[src/rtl/muldiv_seq.sv]
`default_nettype none
// +--------------------------------------------------------------------------+
// | muldiv_seq : iterative MULT/MULTU/DIV/DIVU sequencer owning HI/LO        |
// | Revision   : 1.0                                                         |
// +--------------------------------------------------------------------------+
module muldiv_seq #(
   parameter int XLEN = 32
) (
   input  logic            CLK,
   input  logic            RST,
   input  logic            start,
   input  logic [1:0]      op,
   input  logic [XLEN-1:0] src_a,
   input  logic [XLEN-1:0] src_b,
   input  logic            abort,
   input  logic            wr_hi,
   input  logic            wr_lo,
   input  logic [XLEN-1:0] wdata,
   output logic            busy,
   output logic            stall,
   output logic            done,
   output logic            div_by_zero,
   output logic [XLEN-1:0] hi,
   output logic [XLEN-1:0] lo
);

   localparam int                c_CW   = $clog2(XLEN);
   localparam logic [c_CW-1:0]   c_LAST = c_CW'(XLEN - 1);
   localparam logic [c_CW-1:0]   c_ONE  = c_CW'(1);

   typedef enum logic [1:0] {
      S_IDLE = 2'd0,
      S_PREP = 2'd1,
      S_CALC = 2'd2,
      S_FIX  = 2'd3
   } state_t;

   state_t              r_state;
   logic [1:0]          r_op;
   logic [XLEN-1:0]     r_a, r_b, r_m;
   logic [2*XLEN-1:0]   r_acc;
   logic [c_CW-1:0]     r_cnt;
   logic                r_neg_p, r_neg_r, r_nowrite;
   logic                r_busy, r_done, r_dbz;
   logic [XLEN-1:0]     r_hi, r_lo;

   logic                w_is_div, w_signed;
   logic [XLEN-1:0]     w_abs_a, w_abs_b;
   logic [XLEN:0]       w_sum, w_shift, w_diff;
   logic [2*XLEN-1:0]   w_prod_fix;
   logic [XLEN-1:0]     w_quo_fix, w_rem_fix;

   assign w_is_div = r_op[1];
   assign w_signed = ~r_op[0];
   assign w_abs_a  = (w_signed && r_a[XLEN-1]) ? -r_a : r_a;
   assign w_abs_b  = (w_signed && r_b[XLEN-1]) ? -r_b : r_b;

   // Multiply: upper half accumulates, lower half holds the multiplier being shifted out.
   assign w_sum   = {1'b0, r_acc[2*XLEN-1:XLEN]} + (r_acc[0] ? {1'b0, r_m} : '0);
   // Divide: upper half is the partial remainder, lower half shifts dividend out / quotient in.
   assign w_shift = {r_acc[2*XLEN-1:XLEN], r_acc[XLEN-1]};
   assign w_diff  = w_shift - {1'b0, r_m};

   assign w_prod_fix = r_neg_p ? -r_acc : r_acc;
   assign w_quo_fix  = r_neg_p ? -r_acc[XLEN-1:0] : r_acc[XLEN-1:0];
   assign w_rem_fix  = r_neg_r ? -r_acc[2*XLEN-1:XLEN] : r_acc[2*XLEN-1:XLEN];

   always_ff @(posedge CLK) begin
      if (!RST) begin
         r_state   <= S_IDLE;
         r_op      <= '0;
         r_a       <= '0;
         r_b       <= '0;
         r_m       <= '0;
         r_acc     <= '0;
         r_cnt     <= '0;
         r_neg_p   <= 1'b0;
         r_neg_r   <= 1'b0;
         r_nowrite <= 1'b0;
         r_busy    <= 1'b0;
         r_done    <= 1'b0;
         r_dbz     <= 1'b0;
         r_hi      <= '0;
         r_lo      <= '0;
      end else begin
         r_done <= 1'b0;
         r_dbz  <= 1'b0;
         case (r_state)
            S_IDLE: begin
               if (wr_hi) r_hi <= wdata;
               if (wr_lo) r_lo <= wdata;
               if (start && !abort) begin
                  r_op    <= op;
                  r_a     <= src_a;
                  r_b     <= src_b;
                  r_busy  <= 1'b1;
                  r_state <= S_PREP;
               end
            end
            S_PREP: begin
               if (abort) begin
                  r_busy  <= 1'b0;
                  r_state <= S_IDLE;
               end else begin
                  r_neg_p <= w_signed & (r_a[XLEN-1] ^ r_b[XLEN-1]);
                  r_neg_r <= w_signed & r_a[XLEN-1];
                  r_cnt   <= '0;
                  if (w_is_div) begin
                     r_m       <= w_abs_b;
                     r_acc     <= {{XLEN{1'b0}}, w_abs_a};
                     r_nowrite <= (r_b == '0);
                     r_state   <= (r_b == '0) ? S_FIX : S_CALC;
                  end else begin
                     r_m       <= w_abs_a;
                     r_acc     <= {{XLEN{1'b0}}, w_abs_b};
                     r_nowrite <= 1'b0;
                     r_state   <= S_CALC;
                  end
               end
            end
            S_CALC: begin
               if (abort) begin
                  r_busy  <= 1'b0;
                  r_state <= S_IDLE;
               end else begin
                  if (w_is_div) begin
                     if (!w_diff[XLEN])
                        r_acc <= {w_diff[XLEN-1:0], r_acc[XLEN-2:0], 1'b1};
                     else
                        r_acc <= {w_shift[XLEN-1:0], r_acc[XLEN-2:0], 1'b0};
                  end else begin
                     r_acc <= {w_sum, r_acc[XLEN-1:1]};
                  end
                  r_cnt <= r_cnt + c_ONE;
                  if (r_cnt == c_LAST) r_state <= S_FIX;
               end
            end
            S_FIX: begin
               r_busy  <= 1'b0;
               r_state <= S_IDLE;
               if (!abort) begin
                  r_done <= 1'b1;
                  if (r_nowrite) begin
                     r_dbz <= 1'b1;
                  end else if (w_is_div) begin
                     r_hi <= w_rem_fix;
                     r_lo <= w_quo_fix;
                  end else begin
                     r_hi <= w_prod_fix[2*XLEN-1:XLEN];
                     r_lo <= w_prod_fix[XLEN-1:0];
                  end
               end
            end
            default: r_state <= S_IDLE;
         endcase
      end
   end

   assign busy        = r_busy;
   assign stall       = r_busy;
   assign done        = r_done;
   assign div_by_zero = r_dbz;
   assign hi          = r_hi;
   assign lo          = r_lo;

endmodule
`default_nettype wire

[config.mk]
export PLATFORM = sky130hd
export DESIGN_NAME = muldiv_seq
export DESIGN_NICKNAME = d
export VERILOG_FILES = /design/src/rtl/muldiv_seq.sv
export SDC_FILE = /design/constraint.sdc
export NUM_CORES = 1
export LEC_CHECK = 0
export BUFFER_PORTS_ARGS = -buffer_cell sky130_fd_sc_hd__buf_2
export CAP_MARGIN = 20
export CORE_MARGIN = 2
export CORE_UTILIZATION = 40
export CTS_BUF_LIST = sky130_fd_sc_hd__clkbuf_16
export CTS_CLUSTER_SIZE = 12
export DETAILED_ROUTE_END_ITERATION = 7
export PLACE_DENSITY_LB_ADDON = 0.1
export SYNTH_ARGS = -nofsm -noshare
export SYNTH_HDL_FRONTEND = slang
export SYNTH_SLANG_ARGS = --single-unit
[constraint.sdc]
create_clock -name CLK -period 4.5 [get_ports CLK]
set_input_delay 0.9 -clock CLK [delete_from_list [all_inputs] [get_ports CLK]]
set_output_delay 0.9 -clock CLK [all_outputs]
set_load 0.02 [all_outputs]
==> flow_summary.yaml, run 1 <==
setup_path:
  critical-path-top-delay-family: "compound AO/OA/AOI/OAI gates"
  cp_max_fo: 26
  critPathKind: "reg -> reg"
  cp-end-kind: "flop"
  required_ns: 4.99
  critical_path_buf_inv_count: 2
  crit_path_frequent_cell: "o2111ai_1"
  crit_chain: "inv_1 -> buf_4 -> nor2_1 -> ha_1 -> a21oi_1 -> nand2_1 -> o2111ai_1 -> a22oi_1 -> o2111ai_1 -> a31oi_1 -> or4b_2 -> and4_1 -> a211oi_1"
  critPathLaunchType: "flop"
  critPathSlowestCell: "or4b_2"
  critPathMaxStageDelay_ns: 0.62
  cp_data_arrival_time_ns: 4.18
finish:
  antenna-diode-count: 0
  drive_gt1_share_pct: 11.9
  final_cell_mix: "322 x nand2_1, 285 x a21oi_1, 245 x nor2_1"
  layout.nets: 2588
  areaGrowthSynthToFinish_pct: 12.8
  fillCellCount: 4274
  fin_util_pct: 45.8
  finalInstanceArea_sq_um: 19300
  final_common_cell: "nand2_1"
  final_cells: 2966
clocking:
  cts_made_buffers: 29
  post_cts_resized: 0
  cts_htree_levels: 1
  cts.sinks: 239
  cts_tree: "built"
  cts.clk_slew.worst_paths_ns: 0.06
  ctsRootBufferMaster: "clkbuf_16"
  clock_latency_ns: 0.58
  cts_buffer_depth: 3
  postCtsHoldBufs: 0
  cts_setup_buffers: 0
sta:
  period_needed_ns: 3.68
  final_hold_viol_count: 0
  setup_tns_ns: 0
  slew_headroom_pct: 37.7
  setup_ws_ns: 0.816
  tightest_slew_ns: 0.927
  rsz0062_at_grt: "false"
  slew_violations: 0
  fin_skew_ns: 0.0288
  fmax_mhz: 271
  fin_crit_sh_pct: 81.9
  setup_viol: 0
drt:
  wl_microns: 65600
  dr_total_vias: 17600
  dr.pass1.iters: 5
  viasPerCell: 5.93
  wl_per_cell_microns: 22.1
  drc: 0
  antenna_left: 0
  initialDrtViolationCount: 1708
min_path:
  min_path_type: "reg -> reg"
job:
  cap_violations: 0
grt:
  grt_pass1_vias: 16300
  grt_max_degree: 153
  antenna_found_initial: 1
  grt_pass1_wl_microns: 99000
  grt_usage_pct: 28.8
  grt-ovfl-total: 0
die:
  dieArea_sq_um: 44300
  start_util_pct: 40.6
  die-width_microns: 211
  design.core.area_sq_um: 42000
  rows: 75
  ios: 172
  die-height_microns: 211
synthesis:
  yosys.area.top_type: "dfxtp_1"
  synthCells: 2318
  synth.area.top_cells: "dfxtp_1 28%, a21oi_1 8.4%, nand2_1 7.1%, xor2_1 5.4%, nor2_1 5.4%"
  synth_top_area_share_pct: 28.0
  synth_edf_count: 0
  async_reset_ff_share_pct: 0
  synth-warning-count: 0
  ys_seq_area_share_pct: 28.0
  yosys_most_used_dff: "dfxtp_1"
  ys_ff_latch: 239
  syn_nets: 2498
  netlist_area_sq_um: 17100
  avgSynthCellArea_sq_um: 7.36
  ys_types: 77
power:
  power_density_nw_per_um2: 348
  peakVddDrop_v: 0.000324
  p_leak_nw: 8.18
placed_design:
  dpl_cell_area_sq_um: 18400
  place.gp.congestion: 0.921
  dp_slack_ns: 0.888
  hpwl_microns: 50600
  dp.cells: 2916
  portBuffers: 171
outcome:
  outcome: "finished, final reports clean"
==> per-layer routing <==
layer,routed length [microns],global-route usage [%]
met1,30200,41.3
met2,27900,43.5
met3,4900,4.57
met4,2520,10.1
met5,9,0
==> area by class of cell <==
| type | instances | area, sq um | area share [%] |
|---|---|---|---|
| multi-input cells | 1858 | 11500 | 59.6 |
| flip-flops and latches | 239 | 4790 | 24.9 |
| repair buffers | 214 | 1200 | 6.25 |
| clock buffers | 29 | 726 | 3.77 |
| well taps | 539 | 674 | 3.50 |
| inverters | 66 | 250 | 1.30 |
| clock inverters | 21 | 135 | 0.702 |
==> per-stage QoR <==
stage	hold slack, ns	power (mW)
CTS	0.447	6.71
floorplan	0.432	3.81
detailed placement	0.434	4.51
global placement	0.431	4.50
finish	0.445	6.70
global route	0.475	7.01
==> path summary, 6_finish.rpt <==
kind | end | slack [ns] | start | cells past startpoint
worst max register to register | r_acc[61]$_SDFFE_PN0P_ | 0.82 | r_acc[0]$_SDFFE_PN0P_ | 13
worst min register to register | hi[25]$_SDFFE_PN0P_ | 0.44 | hi[25]$_SDFFE_PN0P_ | 1
worst max-delay path | r_acc[61]$_SDFFE_PN0P_ | 0.82 | r_acc[0]$_SDFFE_PN0P_ | 13
worst min-delay path | hi[25]$_SDFFE_PN0P_ | 0.44 | hi[25]$_SDFFE_PN0P_ | 1
==> flip-flops by register name, indices dropped and copies added (netlist names), 2 cells and up <==
name	flops
r_acc	64
r_b	32
r_state	2
hi	32
r_a	32
r_cnt	5
lo	32
r_m	32
r_op	2
==> cell usage after synthesis (all sizes together) (18+ instances only) <==
cell / instances
nand2: 322
a21oi: 285
nor2: 247
dfxtp: 239
o21ai: 167
clkbuf: 131
xor2: 106
ha: 74
xnor2: 68
inv: 66
a211oi: 60
nor3: 56
a21o: 47
o211ai: 39
mux2i: 37
o31ai: 30
nand3: 29
nand2b: 27
buf: 24
nor4: 18
==> kinds of logic after synthesis <==
kind of cell    after synthesis  share of synthesized area [%]
compound gates              741                           26.4
xor+xnor                    174                           8.93
fa+ha+maj                    76                           5.66
buf+inv                     221                           4.90
flops                       239                           28.0
mux                          54                           4.42
simple gates                813                           21.6
==> power breakdown <==
| part | switching [mW] | leakage [nW] | internal [mW] | total, mW |
|---|---|---|---|---|
| logic | 1.37 | 5.79 | 0.694 | 2.06 |
| registers | 0.179 | 1.95 | 2.27 | 2.45 |
| clock network | 0.968 | 0.439 | 1.22 | 2.19 |
Power figures use the tool's default switching activity.
==> run 2, diff against run 1 <==
- clock period: 4.5 -> 3.3 ns (I/O delays scaled with it)
==> run 2 against run 1 <==
Setup slack worse by 0.68 ns; count of clock-buffer cells in the layout unchanged; sequential cell count unchanged; largest power group unchanged; critical endpoint unchanged; register-to-register slack worse by 0.68 ns; via count up 4.1%; clock skew down 0.0068 ns; die area unchanged; sequential share of layout area down 1.5 points; combinational power up 52%; highest routed layer is now met4.
==> flow_summary.yaml, run 2 (synthesis results as in run 1) <==
finish:
  drive_gt1_share_pct: 17.7
  regMostFlops: "r_acc"
  fillCellCount: 4231
  final_cell_mix: "322 x nand2_1, 280 x a21oi_1, 245 x nor2_1"
  final_common_cell: "nand2_1"
  fin_util_pct: 48.8
  layout.nets: 2733
  antenna-diode-count: 0
  areaGrowthSynthToFinish_pct: 20.3
  multi_input_area_sq_um: 11500
  largest_reg_flops: 64
  ff_latch_area_sq_um: 4790
drt:
  viasPerCell: 5.88
  antenna_left: 0
  wl_met2_microns: 30000
  drc: 0
  dr_total_vias: 18300
  initialDrtViolationCount: 1787
  wl_met1_microns: 30200
  top_layer: "met4"
  wl_per_cell_microns: 21.8
  dr_wl_met3_microns: 5350
  dr.pass1.iters: 5
  wl_microns: 67900
setup_path:
  crit_path_frequent_cell: "o2111ai_2"
  critPathKind: "reg -> reg"
  required_ns: 3.77
  critPathLaunchType: "flop"
  crit_chain: "and2_1 -> ha_1 -> inv_1 -> fa_1 -> nand2b_1 -> a21oi_2 -> o2111ai_2 -> a22oi_2 -> buf_4 -> o2111ai_2 -> a31oi_2 -> or4b_2 -> and4_1 -> a211oi_1"
  critPathSlowestCell: "or4b_2"
  cp-end-kind: "flop"
  critPathMaxStageDelay_ns: 0.61
  cp_data_arrival_time_ns: 3.63
  cp_max_fo: 4
job:
  cap_violations: 0
clocking:
  clock_latency_ns: 0.57
  cts_htree_levels: 1
  cts_tree: "built"
  ctsRootBufferMaster: "clkbuf_16"
  cts.clk_slew.worst_paths_ns: 0.06
  cts_buffer_depth: 3
  cts.sinks: 239
  cts_made_buffers: 29
sta:
  holdWs_ns: 0.322
  setup_viol: 0
  fin_crit_sh_pct: 96.0
  fin_skew_ns: 0.0221
  slew_headroom_pct: 43.9
  rsz0062_at_grt: "true"
  slew_violations: 0
  period_needed_ns: 3.17
  tightest_slew_ns: 0.841
  setup_ws_ns: 0.133
  final_hold_viol_count: 0
  fmax_mhz: 316
min_path:
  min_path_type: "in -> reg"
die:
  die-width_microns: 211
  rows: 75
  die-height_microns: 211
  ios: 172
  start_util_pct: 40.6
  design.core.area_sq_um: 42000
  dieArea_sq_um: 44300
power:
  power_density_nw_per_um2: 467
  peakVddDrop_v: 0.000457
  power.total_mw: 9.58
  p_leak_nw: 8.96
placed_design:
  hpwl_microns: 53300
  dp_slack_ns: -0.0961
  place.gp.congestion: 0.952
  portBuffers: 171
grt:
  grt_usage_pct: 29.7
  antenna_found_initial: 0
  grt_pass1_vias: 16900
  grt-ovfl-total: 0
  grt_pass1_wl_microns: 102000
  grt_max_degree: 103
outcome:
  outcome: "finished, final reports clean"
## run 2: changes by cell type in the layout (fill, tap and decap cells not counted), sizes merged
| cell | previous run | this run |
|---|---|---|
| buf | 214 | 358 |
| bufinv | 1 | 3 |
| clkbuf | 29 | 30 |
| clkinv | 9 | 13 |
| clkinvlp | 2 | 1 |
| inv | 75 | 73 |
## run 2: routing by layer
metal / track usage [%] / vias to the layer above
li1: - / 8745
met1: 41.4 / 8689
met5: 0 / -
met2: 47.1 / 778
met4: 10.1 / 0
met3: 4.11 / 106
## run 2: stage by stage
step,std cells,instance area (sq um),TNS (ns)
CTS,3109,20400,0
global route,3114,20500,-0.0223
global placement,3056,19500,-0.0790
detailed placement,3056,19500,-0.0961
floorplan,2318,17100,0
finish,3114,20500,0
## run 2: final cells by class
class | instances | share of cell area, %
well taps | 539 | 3.29
multi-input cells | 1858 | 56.3
inverters | 66 | 1.22
repair buffers | 359 | 11.4
clock buffers | 29 | 3.54
clock inverters | 24 | 0.970
flip-flops and latches | 239 | 23.3
## run 2: final timing paths
kind,end,cells past startpoint,slack (ns),from
hold reg to reg,hi[9]$_SDFFE_PN0P_,1,0.45,hi[9]$_SDFFE_PN0P_
hold / removal,r_a[23]$_SDFFE_PN0P_,3,0.32,src_a[23]
setup / recovery,r_acc[61]$_SDFFE_PN0P_,14,0.13,r_acc[0]$_SDFFE_PN0P_
setup reg to reg,r_acc[61]$_SDFFE_PN0P_,14,0.13,r_acc[0]$_SDFFE_PN0P_
## run 2: repair_timing
action,4_1_cts,5_1_grt
resized for setup,5,19
buffers inserted,0,3
hold buffers,0,0
setup endpoints to repair,2,21
gates cloned,0,1
pin swaps,0,3
## run 2: power breakdown
part | internal [mW] | switching [mW]
Combinational | 1.16 | 1.97
Sequential | 3.10 | 0.179
Clock | 1.83 | 1.35
Total | 6.08 | 3.50
## run 2: critical path, delay by kind of cell (launching register included)
family	cells	cell delay (ns)
AO/OA/AOI/OAI	6	1.03
buffers and inverters	2	0.23
flip-flops	1	0.33
AND/OR/NAND/NOR	4	1.08
adder cells (fa/ha/maj)	2	0.39
